[src/rtl/spi_xip_seq_pkg.sv]
// Shared constants for the SPI XIP read sequencer.
// Register offsets, flash command, sequencer states.
package spi_xip_seq_pkg;

  localparam logic [7:0] RegCsid   = 8'h10;
  localparam logic [7:0] RegCsmode = 8'h18;
  localparam logic [7:0] RegTxdata = 8'h48;
  localparam logic [7:0] RegRxdata = 8'h4C;
  localparam logic [7:0] CmdRead   = 8'h03;

  typedef enum logic [2:0] {
    IDLE,
    CSID,
    CSHOLD,
    TXWR,
    RXRD,
    CSREL,
    RESP
  } state_t;

  // Byte idx of the 8-byte TX frame: read cmd, 24-bit address, 4 dummies.
  function automatic logic [7:0] txByte(
    input logic [2:0]  idx,
    input logic [23:0] a
  );
    case (idx)
      3'd0:    return CmdRead;
      3'd1:    return a[23:16];
      3'd2:    return a[15:8];
      3'd3:    return a[7:0];
      default: return 8'h00;
    endcase
  endfunction

endpackage

[src/rtl/spi_xip_apb_master.sv]
// Single-transfer APB master: setup, access until PREADY, one idle cycle.
// A new start is taken whenever PSEL is low.
module spi_xip_apb_master (
  input  logic        PCLK,
  input  logic        PRESETn,
  input  logic        start,
  input  logic        wr,
  input  logic [7:0]  addr,
  input  logic [31:0] wdata,
  output logic        idle,
  output logic        done,
  output logic [31:0] rdata,
  output logic        PSEL,
  output logic        PENABLE,
  output logic        PWRITE,
  output logic [7:0]  PADDR,
  output logic [31:0] PWDATA,
  output logic [3:0]  PSTRB,
  input  logic        PREADY,
  input  logic [31:0] PRDATA
);

  always_ff @(posedge PCLK or negedge PRESETn) begin
    if (!PRESETn) begin
      PSEL    <= 1'b0;
      PENABLE <= 1'b0;
      PWRITE  <= 1'b0;
      PADDR   <= '0;
      PWDATA  <= '0;
    end else if (!PSEL) begin
      if (start) begin
        PSEL    <= 1'b1;
        PENABLE <= 1'b0;
        PWRITE  <= wr;
        PADDR   <= addr;
        PWDATA  <= wdata;
      end
    end else if (!PENABLE) begin
      PENABLE <= 1'b1;
    end else if (PREADY) begin
      PSEL    <= 1'b0;
      PENABLE <= 1'b0;
      PWRITE  <= 1'b0;
    end
  end

  assign idle  = !PSEL;
  assign done  = PSEL && PENABLE && PREADY;
  assign rdata = PRDATA;
  assign PSTRB = 4'hF;

endmodule

[src/rtl/spi_xip_seq.sv]
// XIP read sequencer: one 24-bit address in, one 32-bit word out via APB SPI.
// Define SPI_XIP_TIMEOUT_EN to bound RX polling by POLL_LIMIT.
module spi_xip_seq
  import spi_xip_seq_pkg::*;
#(
  parameter int POLL_LIMIT = 255,
  parameter int CS_ID      = 0
) (
  input  logic        PCLK,
  input  logic        PRESETn,
  input  logic        ReqValid,
  output logic        ReqReady,
  input  logic [23:0] ReqAddr,
  output logic        RespValid,
  input  logic        RespReady,
  output logic [31:0] RespData,
  output logic        RespErr,
  output logic        PSEL,
  output logic        PENABLE,
  output logic        PWRITE,
  output logic [7:0]  PADDR,
  output logic [31:0] PWDATA,
  output logic [3:0]  PSTRB,
  input  logic        PREADY,
  input  logic [31:0] PRDATA
);

  localparam logic [7:0] PollLast = 8'(POLL_LIMIT - 1);

  state_t      state;
  logic [23:0] addrQ;
  logic [2:0]  cnt;
  logic        respValid;
  logic [31:0] respData;
  logic        respErr;
`ifdef SPI_XIP_TIMEOUT_EN
  logic [7:0]  pollCnt;
`endif

  logic        busy;
  logic        cmdWr;
  logic [7:0]  cmdAddr;
  logic [31:0] cmdData;
  logic        mIdle;
  logic        mDone;
  logic [31:0] rdata;
  logic        unusedSig;

  always_comb begin
    busy    = 1'b1;
    cmdWr   = 1'b1;
    cmdAddr = RegCsid;
    cmdData = 32'(CS_ID);
    case (state)
      CSID:   ;
      CSHOLD: begin
        cmdAddr = RegCsmode;
        cmdData = 32'd2;
      end
      TXWR: begin
        cmdAddr = RegTxdata;
        cmdData = {24'h0, txByte(cnt, addrQ)};
      end
      RXRD: begin
        cmdWr   = 1'b0;
        cmdAddr = RegRxdata;
        cmdData = '0;
      end
      CSREL: begin
        cmdAddr = RegCsmode;
        cmdData = '0;
      end
      default: busy = 1'b0;
    endcase
  end

  spi_xip_apb_master u_apb (
    .PCLK    (PCLK),
    .PRESETn (PRESETn),
    .start   (busy && mIdle),
    .wr      (cmdWr),
    .addr    (cmdAddr),
    .wdata   (cmdData),
    .idle    (mIdle),
    .done    (mDone),
    .rdata   (rdata),
    .PSEL    (PSEL),
    .PENABLE (PENABLE),
    .PWRITE  (PWRITE),
    .PADDR   (PADDR),
    .PWDATA  (PWDATA),
    .PSTRB   (PSTRB),
    .PREADY  (PREADY),
    .PRDATA  (PRDATA)
  );

  always_ff @(posedge PCLK or negedge PRESETn) begin
    if (!PRESETn) begin
      state     <= IDLE;
      addrQ     <= '0;
      cnt       <= '0;
      respValid <= 1'b0;
      respData  <= '0;
      respErr   <= 1'b0;
`ifdef SPI_XIP_TIMEOUT_EN
      pollCnt   <= '0;
`endif
    end else begin
      case (state)
        IDLE: if (ReqValid) begin
          addrQ    <= ReqAddr;
          respData <= '0;
          respErr  <= 1'b0;
          state    <= CSID;
        end
        CSID:   if (mDone) state <= CSHOLD;
        CSHOLD: if (mDone) state <= TXWR;
        TXWR: if (mDone) begin
          cnt <= cnt + 3'd1;
          if (cnt == 3'd7) state <= RXRD;
        end
        RXRD: if (mDone) begin
          if (rdata[31]) begin
`ifdef SPI_XIP_TIMEOUT_EN
            if (pollCnt == PollLast) begin
              state    <= CSREL;
              cnt      <= '0;
              pollCnt  <= '0;
              respErr  <= 1'b1;
              respData <= '0;
            end else begin
              pollCnt <= pollCnt + 8'd1;
            end
`endif
          end else begin
`ifdef SPI_XIP_TIMEOUT_EN
            pollCnt <= '0;
`endif
            cnt <= cnt + 3'd1;
            // Bytes 0..3 are the dummy phase; keep 4..7 little-endian.
            if (cnt[2]) respData[{cnt[1:0], 3'b000} +: 8] <= rdata[7:0];
            if (cnt == 3'd7) state <= CSREL;
          end
        end
        CSREL: if (mDone) state <= RESP;
        RESP: begin
          if (!respValid) begin
            respValid <= 1'b1;
          end else if (RespReady) begin
            respValid <= 1'b0;
            state     <= IDLE;
          end
        end
        default: state <= IDLE;
      endcase
    end
  end

  assign ReqReady  = (state == IDLE);
  assign RespValid = respValid;
  assign RespData  = respData;
  assign RespErr   = respErr;
  assign unusedSig = ^{rdata[30:8], PollLast};

endmodule
[config.mk]
export PLATFORM = sky130hd
export DESIGN_NAME = spi_xip_seq
export DESIGN_NICKNAME = d
export VERILOG_FILES = /design/src/rtl/spi_xip_seq_pkg.sv /design/src/rtl/spi_xip_apb_master.sv /design/src/rtl/spi_xip_seq.sv
export SDC_FILE = /design/constraint.sdc
export NUM_CORES = 1
export LEC_CHECK = 0
export ABC_AREA = 1
export CORE_ASPECT_RATIO = 0.9
export CORE_MARGIN = 2
export CORE_UTILIZATION = 60
export DETAILED_ROUTE_END_ITERATION = 10
export DONT_BUFFER_PORTS = 1
export GPL_ROUTABILITY_DRIVEN = 0
export PLACE_DENSITY = 0.86
export SETUP_SLACK_MARGIN = 0.2
export SYNTH_ARGS = -nofsm -noshare
export SYNTH_HDL_FRONTEND = slang
export SYNTH_HIERARCHICAL = 1
export SYNTH_SLANG_ARGS = --single-unit
[constraint.sdc]
create_clock -name PCLK -period 2.4 [get_ports PCLK]
set_input_delay 0.48 -clock PCLK [delete_from_list [all_inputs] [get_ports PCLK]]
set_output_delay 0.48 -clock PCLK [all_outputs]
set_load 0.01 [all_outputs]
==> qor.txt <==
Outcome = finished, violations left
Failing checks = hold timing
Clock slew at reported path FFs = 100 ps
Peak VDD IR = 0.0005912 V
Max Freq = 488.8 MHz
Total number of vias = 4,004
CTS Sinks = 106
WP buf/inv = 2
Largest stage delay, worst path = 480 ps
Synth warnings = 6
Initial antenna violation count = 0
ANT cells = 0
Critical R2R Launch = state[0]
# rows = 32
Hold Worst Slack = -202.0 ps
Flop-to-flop setup slack = 460 ps
Net Sw Frac = 44.02%
Initial DRC Count = 158
Hold Crit Class = in -> async
Vias in the first global route = 4,000
Die area = 9383 um^2
Fin. Hold Viols = 106
Relative slew slack = 52.92%
1st-pass router iterations = 5
Starting density of the core = 60.95%
CP Depth = 4
TritonCTS clock tree = done
Logic pwr share = 36.3%
Final setup fails = 0
Period minus WS final = 2046 ps
Post-DP HPWL = 7.542 mm
Clk_lat worst skew = 360 ps
DR DRC count = 0
Crit path DAT = 1570 ps
First-pass GRT wire length = 17.86 mm
CP Max Fanout = 20
Sequential power share = 46.4%
Root Buffer Master = clkbuf_8
Max clock buf depth = 2
GRT Resource Usage Total = 23.68%
Crit path capture = ReqReady
Worst path cell trace = nor2_4 -> inv_2 -> nor2_4 -> buf_6
Syn avg cell area = 7.972 um^2
IO Count = 143
Worst flop-to-flop path endpoint = RespData[20]
Area of the core = 8488 um^2
Layout Cells excl Fill = 779
Cell count after placement = 761
Post-Syn Area = 5174 um^2
Internal = 3.665 mW
Worst Path Required = 1920 ps
Final WL = 10.53 mm
Pwr/cell area = 1212 nW/um^2
Layout Area Growth over Synthesis = 4.401%
Static Leak = 2.993 nW
Total power = 6.547 mW
Crit path max-delay family = flip-flops
Startpoint types = flip-flop
R2r worst-path depth = 6
Routed Antenna Nets = 0
Unrepaired setup endpoints after global routing = no
Cell mode on critical path = nor2_4
Nets = 726
Routed len/inst = 13.52 um
Fin Setup TNS = 0 ps
Least-Margin Pin Slew = 704.5 ps
Crit path kind = reg -> out
Critical Path Sink Type = output pin
Die width = 101.9 um
Critical path origin = state[0]
Die H = 92.10 um
Largest net degree at the start of global routing = 107
Fraction of layout cells with a size suffix above 1 = 5.909%
Final cycle utilization of the critical path = 85.24%
H-tree levels = 3
Sw power = 2.882 mW
Max-slew violations = 0
Slowest CP cell = dfrtp_1
Clk_skew = 12.82 ps
Via density = 5.140
Maxcap violations = 0
I/O Buffers = 0
GRT overflow = 0
Clock share of power = 17.3%
Syn Inst Count = 649
Cts bufs inserted = 9
-- through the flow --
step	instance area (um^2)	utilization [%]	setup WS, ps
after global routing	5401	63.64	226.3
after global placement	5171	60.92	543.3
after floorplan	5290	-	471.5
after CTS	5383	63.41	248.7
final	5401	63.64	354.3
after detailed placement	5171	60.92	464.3
-- registers in the layout (all words and copies together) (netlist names) --
| register | cells |
|---|---|
| RespValid | 1 |
| RespData | 32 |
| state | 3 |
| u_apb/PSEL | 1 |
| cnt | 3 |
| addrQ | 24 |
| u_apb/PWRITE | 1 |
| u_apb/PENABLE | 1 |
| u_apb/PADDR | 8 |
| u_apb/PWDATA | 32 |
-- power groups by stage --
stage,registers [mW],clock network (mW),logic [mW]
2_1_floorplan,2.92,0,2.12
3_3_place_gp,3.03,0,2.21
3_5_place_dp,3.08,0,2.32
4_1_cts,3.05,1.17,2.33
5_1_grt,3.12,1.24,2.77
6_report,3.04,1.13,2.37
-- worst min-delay path by stage --
stage,slack (ps),start,cells after the start,endpoint
2_1_floorplan,180,PRESETn,0,RespData[0]
3_3_place_gp,190,PRESETn,0,RespData[15]
3_5_place_dp,190,PRESETn,0,RespData[12]
4_1_cts,-220,PRESETn,0,addrQ[8]
5_1_grt,-230,PRESETn,0,RespData[2]
6_report,-200,PRESETn,0,RespData[30]
-- metal layers --
metal,GRT usage [%],vias to the layer above,share of wire (%)
met4,6.333,0,1.4
met5,0,-,0
met3,7.012,16,8.2
li1,-,1991,-
met1,29.64,1858,43
met2,39.97,139,48
-- placed cells by master (no fill, tap or decap), types with 2 or more instances in the layout --
master      count
nand2_1       301
dfrtp_1       106
nand3_1        87
nor2_1         35
conb_1         33
inv_1          23
ha_1           10
clkbuf_8       10
nor3_1          7
buf_4           6
nand2_4         5
or2_0           4
o21ai_0         3
inv_2           3
nand3b_1        3
a21oi_1         3
nand4_1         2
nor2_4          2
clkinvlp_4      2
-- layout make-up --
class	instances	area (um^2)
clock buffers	10	137.6
clock inverters	6	73.82
fillers	749	3087
inverters	27	103.9
multi-input cells	504	2228
flip-flops and latches	106	2653
well taps	119	148.9
repair buffers	7	56.30
-- timing repair --
| action | CTS | global route |
|---|---|---|
| setup buffers | 0 | 2 |
| hold endpoints to repair | 106 | 106 |
| endpoints found under the setup margin | 0 | 1 |
| gates resized for setup | 0 | 1 |
Note: power is estimated with default switching activity, not from simulation.
